<file path="config.mk">
export PLATFORM = sky130hd
export DESIGN_NAME = traffic_phase_ctrl
export DESIGN_NICKNAME = d
export VERILOG_FILES = /design/src/rtl/traffic_phase_ctrl.sv
export SDC_FILE = /design/constraint.sdc
export NUM_CORES = 1
export LEC_CHECK = 0
export BUFFER_PORTS_ARGS = -buffer_cell sky130_fd_sc_hd__buf_2
export CELL_PAD_IN_SITES_DETAIL_PLACEMENT = 1
export CELL_PAD_IN_SITES_GLOBAL_PLACEMENT = 1
export CORE_MARGIN = 2
export CORE_UTILIZATION = 45
export DETAILED_ROUTE_END_ITERATION = 12
export PLACE_DENSITY = 0.87
export SLEW_MARGIN = 20
export SYNTH_ARGS = -nofsm -noshare
export SYNTH_HDL_FRONTEND = slang
export SYNTH_SLANG_ARGS = --single-unit
export TNS_END_PERCENT = 50
</file>
<file path="constraint.sdc">
create_clock -name clk -period 2.4 [get_ports clk]
set_input_delay 0.24 -clock clk [delete_from_list [all_inputs] [get_ports clk]]
set_output_delay 0.24 -clock clk [all_outputs]
set_load 0.02 [all_outputs]
</file>
<file path="src/rtl/traffic_phase_ctrl.sv">
// traffic_phase_ctrl: multi-approach traffic signal sequencer.
// Each approach in turn runs GREEN -> YELLOW -> ALL_RED; the green length is
// long or short according to the latched per-approach density flag.
// Optional pedestrian interval after the last approach: define PED_REQ_EN.
// Handshake: density_valid is a single-cycle strobe that always accepts
// density_hi (no back-pressure); tr_valid and light_valid are one-cycle
// registered pulses with no ready.
module traffic_phase_ctrl #(
   parameter int TICK_DIV        = 100_000_000,
   parameter int N_PHASES        = 2,
   parameter int CNT_W           = 5,
   parameter int GREEN_LONG_SEC  = 30,
   parameter int GREEN_SHORT_SEC = 10,
   parameter int YELLOW_SEC      = 3,
   parameter int ALL_RED_SEC     = 1,
   parameter int PED_SEC         = 8
) (
   input  logic                          clk,
   input  logic                          reset,
   input  logic [N_PHASES-1:0]           density_hi,
   input  logic                          density_valid,
   output logic [2*N_PHASES-1:0]         light_o,
   output logic [$clog2(N_PHASES)-1:0]   phase_idx,
   output logic [CNT_W-1:0]              remain_sec,
   output logic                          tr_valid,
   output logic                          light_valid
`ifdef PED_REQ_EN
   ,
   input  logic                          ped_req,
   output logic                          ped_walk
`endif
);

   localparam int PH_W   = $clog2(N_PHASES);
   localparam int TICK_W = (TICK_DIV > 1) ? $clog2(TICK_DIV) : 1;

   localparam logic [TICK_W-1:0]     TICK_MAX  = TICK_W'(TICK_DIV - 1);
   localparam logic [PH_W-1:0]       PH_LAST   = PH_W'(N_PHASES - 1);
   localparam logic [CNT_W-1:0]      G_LONG    = CNT_W'(GREEN_LONG_SEC);
   localparam logic [CNT_W-1:0]      G_SHORT   = CNT_W'(GREEN_SHORT_SEC);
   localparam logic [CNT_W-1:0]      Y_LEN     = CNT_W'(YELLOW_SEC);
   localparam logic [CNT_W-1:0]      AR_LEN    = CNT_W'(ALL_RED_SEC);
   localparam logic [CNT_W-1:0]      PED_LEN   = CNT_W'(PED_SEC);
   localparam logic [2*N_PHASES-1:0] LIGHT_RST = (2*N_PHASES)'(2'b10);

   // Elaboration-time guards on the configuration.
   generate
      if (N_PHASES < 2 || N_PHASES > 4) begin : g_bad_phases
         $error("traffic_phase_ctrl: N_PHASES must be 2..4");
      end
      if (TICK_DIV < 2 || YELLOW_SEC < 1 || ALL_RED_SEC < 1 ||
          GREEN_SHORT_SEC < 1 || GREEN_LONG_SEC < 1) begin : g_bad_len
         $error("traffic_phase_ctrl: TICK_DIV >= 2 and every duration >= 1");
      end
      if (GREEN_LONG_SEC >= 2**CNT_W || GREEN_SHORT_SEC >= 2**CNT_W ||
          YELLOW_SEC >= 2**CNT_W || ALL_RED_SEC >= 2**CNT_W) begin : g_bad_w
         $error("traffic_phase_ctrl: a duration does not fit in CNT_W");
      end
`ifdef PED_REQ_EN
      if (PED_SEC < 1 || PED_SEC >= 2**CNT_W) begin : g_bad_ped
         $error("traffic_phase_ctrl: PED_SEC out of range");
      end
`endif
   endgenerate

   typedef enum logic [1:0] {
      S_GREEN   = 2'd0,
      S_YELLOW  = 2'd1,
      S_ALL_RED = 2'd2,
      S_PED     = 2'd3
   } state_t;

   state_t                  state_q, state_d;
   logic [PH_W-1:0]         phase_q, phase_d, phase_nxt;
   logic [CNT_W-1:0]        remain_q, remain_d;
   logic [N_PHASES-1:0]     dens_q, dens_d;
   logic [TICK_W-1:0]       tick_cnt_q, tick_cnt_d;
   logic [2*N_PHASES-1:0]   light_q, light_d;
   logic                    light_valid_q, light_valid_d;
   logic                    tr_valid_q, tr_valid_d;
   logic                    tick;
   logic                    interval_end;
   logic                    go_ped;

   // One-second tick generator and end-of-interval detection.
   always_comb begin
      tick         = (tick_cnt_q == TICK_MAX);
      tick_cnt_d   = tick ? '0 : tick_cnt_q + TICK_W'(1);
      interval_end = tick && (remain_q == CNT_W'(1));
   end

`ifdef PED_REQ_EN
   logic ped_pend_q, ped_pend_d;
   logic ped_walk_q, ped_walk_d;

   // Walk is inserted only after the last approach's clearance with a request pending.
   always_comb begin
      go_ped     = (state_q == S_ALL_RED) && (phase_q == PH_LAST) && ped_pend_q;
      ped_walk_d = (state_d == S_PED);
      if (interval_end && go_ped) begin
         ped_pend_d = 1'b0;
      end else if (ped_req) begin
         ped_pend_d = 1'b1;
      end else begin
         ped_pend_d = ped_pend_q;
      end
   end

   // Pedestrian pending flag and walk output registers.
   always_ff @(posedge clk) begin
      if (reset) begin
         ped_pend_q <= 1'b0;
         ped_walk_q <= 1'b0;
      end else begin
         ped_pend_q <= ped_pend_d;
         ped_walk_q <= ped_walk_d;
      end
   end

   assign ped_walk = ped_walk_q;
`else
   // Without the pedestrian option the walk interval never runs.
   always_comb begin
      go_ped = 1'b0;
   end
`endif

   // Next interval: sequence, phase rotation and countdown load/decrement.
   always_comb begin
      state_d   = state_q;
      phase_d   = phase_q;
      remain_d  = remain_q;
      phase_nxt = (phase_q == PH_LAST) ? '0 : phase_q + PH_W'(1);
      if (interval_end) begin
         case (state_q)
            S_GREEN: begin
               state_d  = S_YELLOW;
               remain_d = Y_LEN;
            end
            S_YELLOW: begin
               state_d  = S_ALL_RED;
               remain_d = AR_LEN;
            end
            S_ALL_RED: begin
               if (go_ped) begin
                  state_d  = S_PED;
                  remain_d = PED_LEN;
               end else begin
                  state_d  = S_GREEN;
                  phase_d  = phase_nxt;
                  remain_d = dens_q[phase_nxt] ? G_LONG : G_SHORT;
               end
            end
            default: begin
               state_d  = S_GREEN;
               phase_d  = '0;
               remain_d = dens_q[0] ? G_LONG : G_SHORT;
            end
         endcase
      end else if (tick) begin
         remain_d = remain_q - CNT_W'(1);
      end
   end

   // Registered outputs derived from the upcoming interval.
   always_comb begin
      light_d = '0;
      for (int p = 0; p < N_PHASES; p++) begin
         if (PH_W'(p) == phase_d) begin
            if (state_d == S_GREEN) begin
               light_d[2*p +: 2] = 2'b10;
            end else if (state_d == S_YELLOW) begin
               light_d[2*p +: 2] = 2'b01;
            end
         end
      end
      light_valid_d = interval_end;
      tr_valid_d    = density_valid;
      dens_d        = density_valid ? density_hi : dens_q;
   end

   // State, counters and output registers.
   always_ff @(posedge clk) begin
      if (reset) begin
         state_q       <= S_GREEN;
         phase_q       <= '0;
         remain_q      <= G_SHORT;
         dens_q        <= '0;
         tick_cnt_q    <= '0;
         light_q       <= LIGHT_RST;
         light_valid_q <= 1'b0;
         tr_valid_q    <= 1'b0;
      end else begin
         state_q       <= state_d;
         phase_q       <= phase_d;
         remain_q      <= remain_d;
         dens_q        <= dens_d;
         tick_cnt_q    <= tick_cnt_d;
         light_q       <= light_d;
         light_valid_q <= light_valid_d;
         tr_valid_q    <= tr_valid_d;
      end
   end

   assign light_o     = light_q;
   assign phase_idx   = phase_q;
   assign remain_sec  = remain_q;
   assign tr_valid    = tr_valid_q;
   assign light_valid = light_valid_q;

endmodule

</file>
==> impl_metrics.yaml <==
power:
  pwr-share-comb_pct: 3.2
  vdd_drop_max_uv: 313
  pwr-share-clk_pct: 39.6
  sw_frac_of_total_pct: 21.9
  p_seq_share_pct: 57.2
  internal_power_mw: 1.00
  p_switching_uw: 281
  power.leakage_nw: 0.782
  powerDensity_nw_per_um2: 547
synthesis:
  yosysUniqueCellTypes: 46
  synth.area.top_cells: "dfxtp_1 (41%), nor2_1 (4.5%), nand4_1 (3.9%), xnor2_1 (3.8%), a21oi_1 (3.6%)"
  ys_seq_area_share_pct: 41.1
  netlist_instances: 241
  synthFlopType: "dfxtp_1"
  synth_warnings: 0
  synth_top_cell_by_area: "dfxtp_1"
  syn_area_um2: 2090
  synth_edf_count: 0
  syn_avg_cell_area_um2: 8.68
  synth_fp_nets: 249
  async_flop_share_pct: 0
  synth_top_area_share_pct: 41.1
  synth_seq_cells: 43
placement:
  io_buffer_count: 16
  dp_hpwl_um: 3740
  routabilityCongestion: 0.794
  dp_cells: 304
clocking:
  numCtsBuffers: 5
  clock-sinks: 43
  clk_latency_ns: 0.30
  cts_setup_buffers: 0
  clockBufferDepth: 2
  clk_pin_slew_ns: 0.08
  tritoncts: "done"
  root_buffer: "clkbuf_8"
  htree_num_levels: 2
global_route:
  grt_pass1_vias: 1953
  globalRouteOverflowTotal: 0
  grt_pass1_wl_um: 9080
  grt_usage_pct: 22.4
  antenna_found_initial: 0
  grt_max_degree: 25
route:
  vias: 1918
  highest_layer: "met4"
  drt_pre_antenna_iters: 4
  wl_per_cell_um: 16.8
  wl_met2_um: 2330
  ant_nets: 0
  wl_met3_um: 214
  viasPerCell: 6.15
  met1_length_um: 2580
  wirelength_um: 5240
  drt_iter0_drc: 110
  drc_errors: 0
timing:
  hold_viol: 0
  setup_viol: 0
  rsz0062_at_grt: "false"
  fin_skew_ns: 0.00379
  tns_ns: 0
  slew_violations: 0
  max_clock_freq_mhz: 458
  relSlewSlack_pct: 62.4
  period_minus_slack_ns: 2.18
  worstMarginPinSlew_ns: 0.559
  min_period_over_period_pct: 90.9
flow_run:
  max_cap_violations: 0
worst_setup_path:
  crit_path_start_kind: "flip-flop"
  path_max_fanout: 7
  worst_ep_arrival_time_ns: 2.38
  cp-end-kind: "flip-flop"
  crit_required_ns: 2.60
  worstSetupPathType: "flip-flop to flip-flop"
floorplanning:
  io_pins: 17
  rows: 24
  dieArea_um2: 5210
  die_h_um: 72.2
  coreArea_um2: 4410
  start_util_pct: 47.4
  die_w_um: 72.2
final_layout:
  layout.cells.non_filler: 312
  antenna_cells: 0
  area_delta_synth_final_pct: 12.1
  final_nets: 267
  multi_input_area_um2: 1140
  seqCellArea_um2: 861
  n_fill_cell: 532
  drive_gt1_share_pct: 16.9
run_status:
  outcome: "completed"
worst_hold_path:
  hold_class: "input port to flip-flop"
==> power groups by stage <==
stage | registers (mW) | clock network (mW) | logic, mW
after detailed placement | 0.750 | 0 | 0.0406
after floorplan | 0.749 | 0 | 0.0272
final | 0.734 | 0.508 | 0.0409
after global routing | 0.736 | 0.551 | 0.0456
after global placement | 0.749 | 0 | 0.0398
after CTS | 0.733 | 0.528 | 0.0411
==> area by class of cell <==
| cell class | instances | area share, % |
|---|---|---|
| sequential | 43 | 36.7 |
| tap | 52 | 2.77 |
| inverter | 10 | 1.60 |
| clock buffer | 8 | 4.27 |
| multi-input combinational | 175 | 48.7 |
| timing repair buffer | 24 | 5.98 |
==> synth_stat cells (all sizes together), types with 2 or more instances <==
cell type,instances
or3b,2
or4,8
nor3,4
nand4,15
and3,2
o31ai,9
ha,3
a211oi,2
inv,10
buf,3
o221ai,2
o41ai,2
nor4,7
xor2,5
nor2,25
a21oi,15
nand2,14
and4,5
nor2b,2
dfxtp,43
nor4b,3
a31oi,3
nand3,13
or3,4
mux2i,2
clkbuf,10
a311o,2
xnor2,9
o21ai,8
==> worst max-delay path, cell delays in order (launching register included) <==
cell,delay [ns]
dfxtp_1,0.40
ha_1,0.25
and4_1,0.35
nand4_1,0.16
or4_4,0.55
a2111oi_2,0.36
==> state kept, by name (all words and copies together) (netlist names) <==
register,cells
dens_q,2
light_valid,1
phase_idx,1
state_q,2
tr_valid,1
tick_cnt_q,27
remain_sec,5
light_o,4
==> metal layers <==
metal,vias to the layer above,global-route usage [%]
li1,942,-
met1,925,30.5
met2,40,33.9
met3,11,4.72
met4,0,10.3
met5,-,0
==> metrics by stage <==
step                hold WS [ns]  power [mW]  util (%)  worst slack (ns)  area, um2
floorplan                  0.368       0.776         -             0.252       2090
global placement           0.457       0.789      50.7             0.310       2240
detailed placement         0.475       0.791      50.7             0.231       2240
CTS                        0.169        1.30      53.0             0.204       2340
global route               0.195        1.33      53.1            0.0150       2340
finish                     0.178        1.28      53.1             0.218       2340
==> cells by family (layout without fill, tap and decap cells) <==
kind of cell | Yosys count | in the layout | synth area share (%)
and+or+nand+nor | 107 | 107 | 29.9
AOI/OAI and AO/OA | 49 | 49 | 15.8
DFF | 43 | 43 | 41.1
buffers and inverters | 23 | 42 | 4.55
xor gates and xnor gates | 14 | 14 | 5.86
adders and majority gates | 3 | 3 | 1.79
muxes | 2 | 2 | 0.957
==> repair_timing <==
| action | CTS | global route |
|---|---|---|
| endpoints found under the setup margin | 0 | 1 |
| resized for setup | 0 | 1 |
| hold buffers | 0 | 0 |
==> cell usage in the layout (no fill, tap or decap), types with 3 or more instances in the layout <==
| master | Yosys | layout |
|---|---|---|
| dfxtp_1 | 43 | 43 |
| nor2_1 | 25 | 25 |
| buf_2 | 0 | 16 |
| a21oi_1 | 15 | 15 |
| nand2_1 | 14 | 14 |
| nand4_1 | 13 | 13 |
| nand3_1 | 12 | 12 |
| inv_1 | 10 | 10 |
| xnor2_1 | 9 | 9 |
| o31ai_1 | 9 | 8 |
| buf_4 | 0 | 8 |
| nor4_1 | 7 | 7 |
| o21ai_0 | 7 | 7 |
| clkbuf_8 | 0 | 7 |
| or4_1 | 6 | 6 |
| and4_1 | 5 | 5 |
| xor2_1 | 5 | 5 |
| nor3_1 | 4 | 4 |
| or3_1 | 3 | 3 |
| a31oi_1 | 3 | 3 |
| ha_1 | 3 | 3 |
==> worst paths after layout <==
kind / cells after the start / slack, ns / endpoint / start
hold / removal: 3 / 0.18 / dens_q[0]$_SDFFE_PP0P_ / density_hi[0]
setup / recovery: 5 / 0.22 / light_o[0]$_SDFF_PP0_ / tick_cnt_q[0]$_SDFF_PP0_
setup reg to reg: 5 / 0.22 / light_o[0]$_SDFF_PP0_ / tick_cnt_q[0]$_SDFF_PP0_
hold reg to reg: 1 / 0.49 / tick_cnt_q[0]$_SDFF_PP0_ / tick_cnt_q[0]$_SDFF_PP0_
No activity file was read; power rests on OpenSTA's default activity.
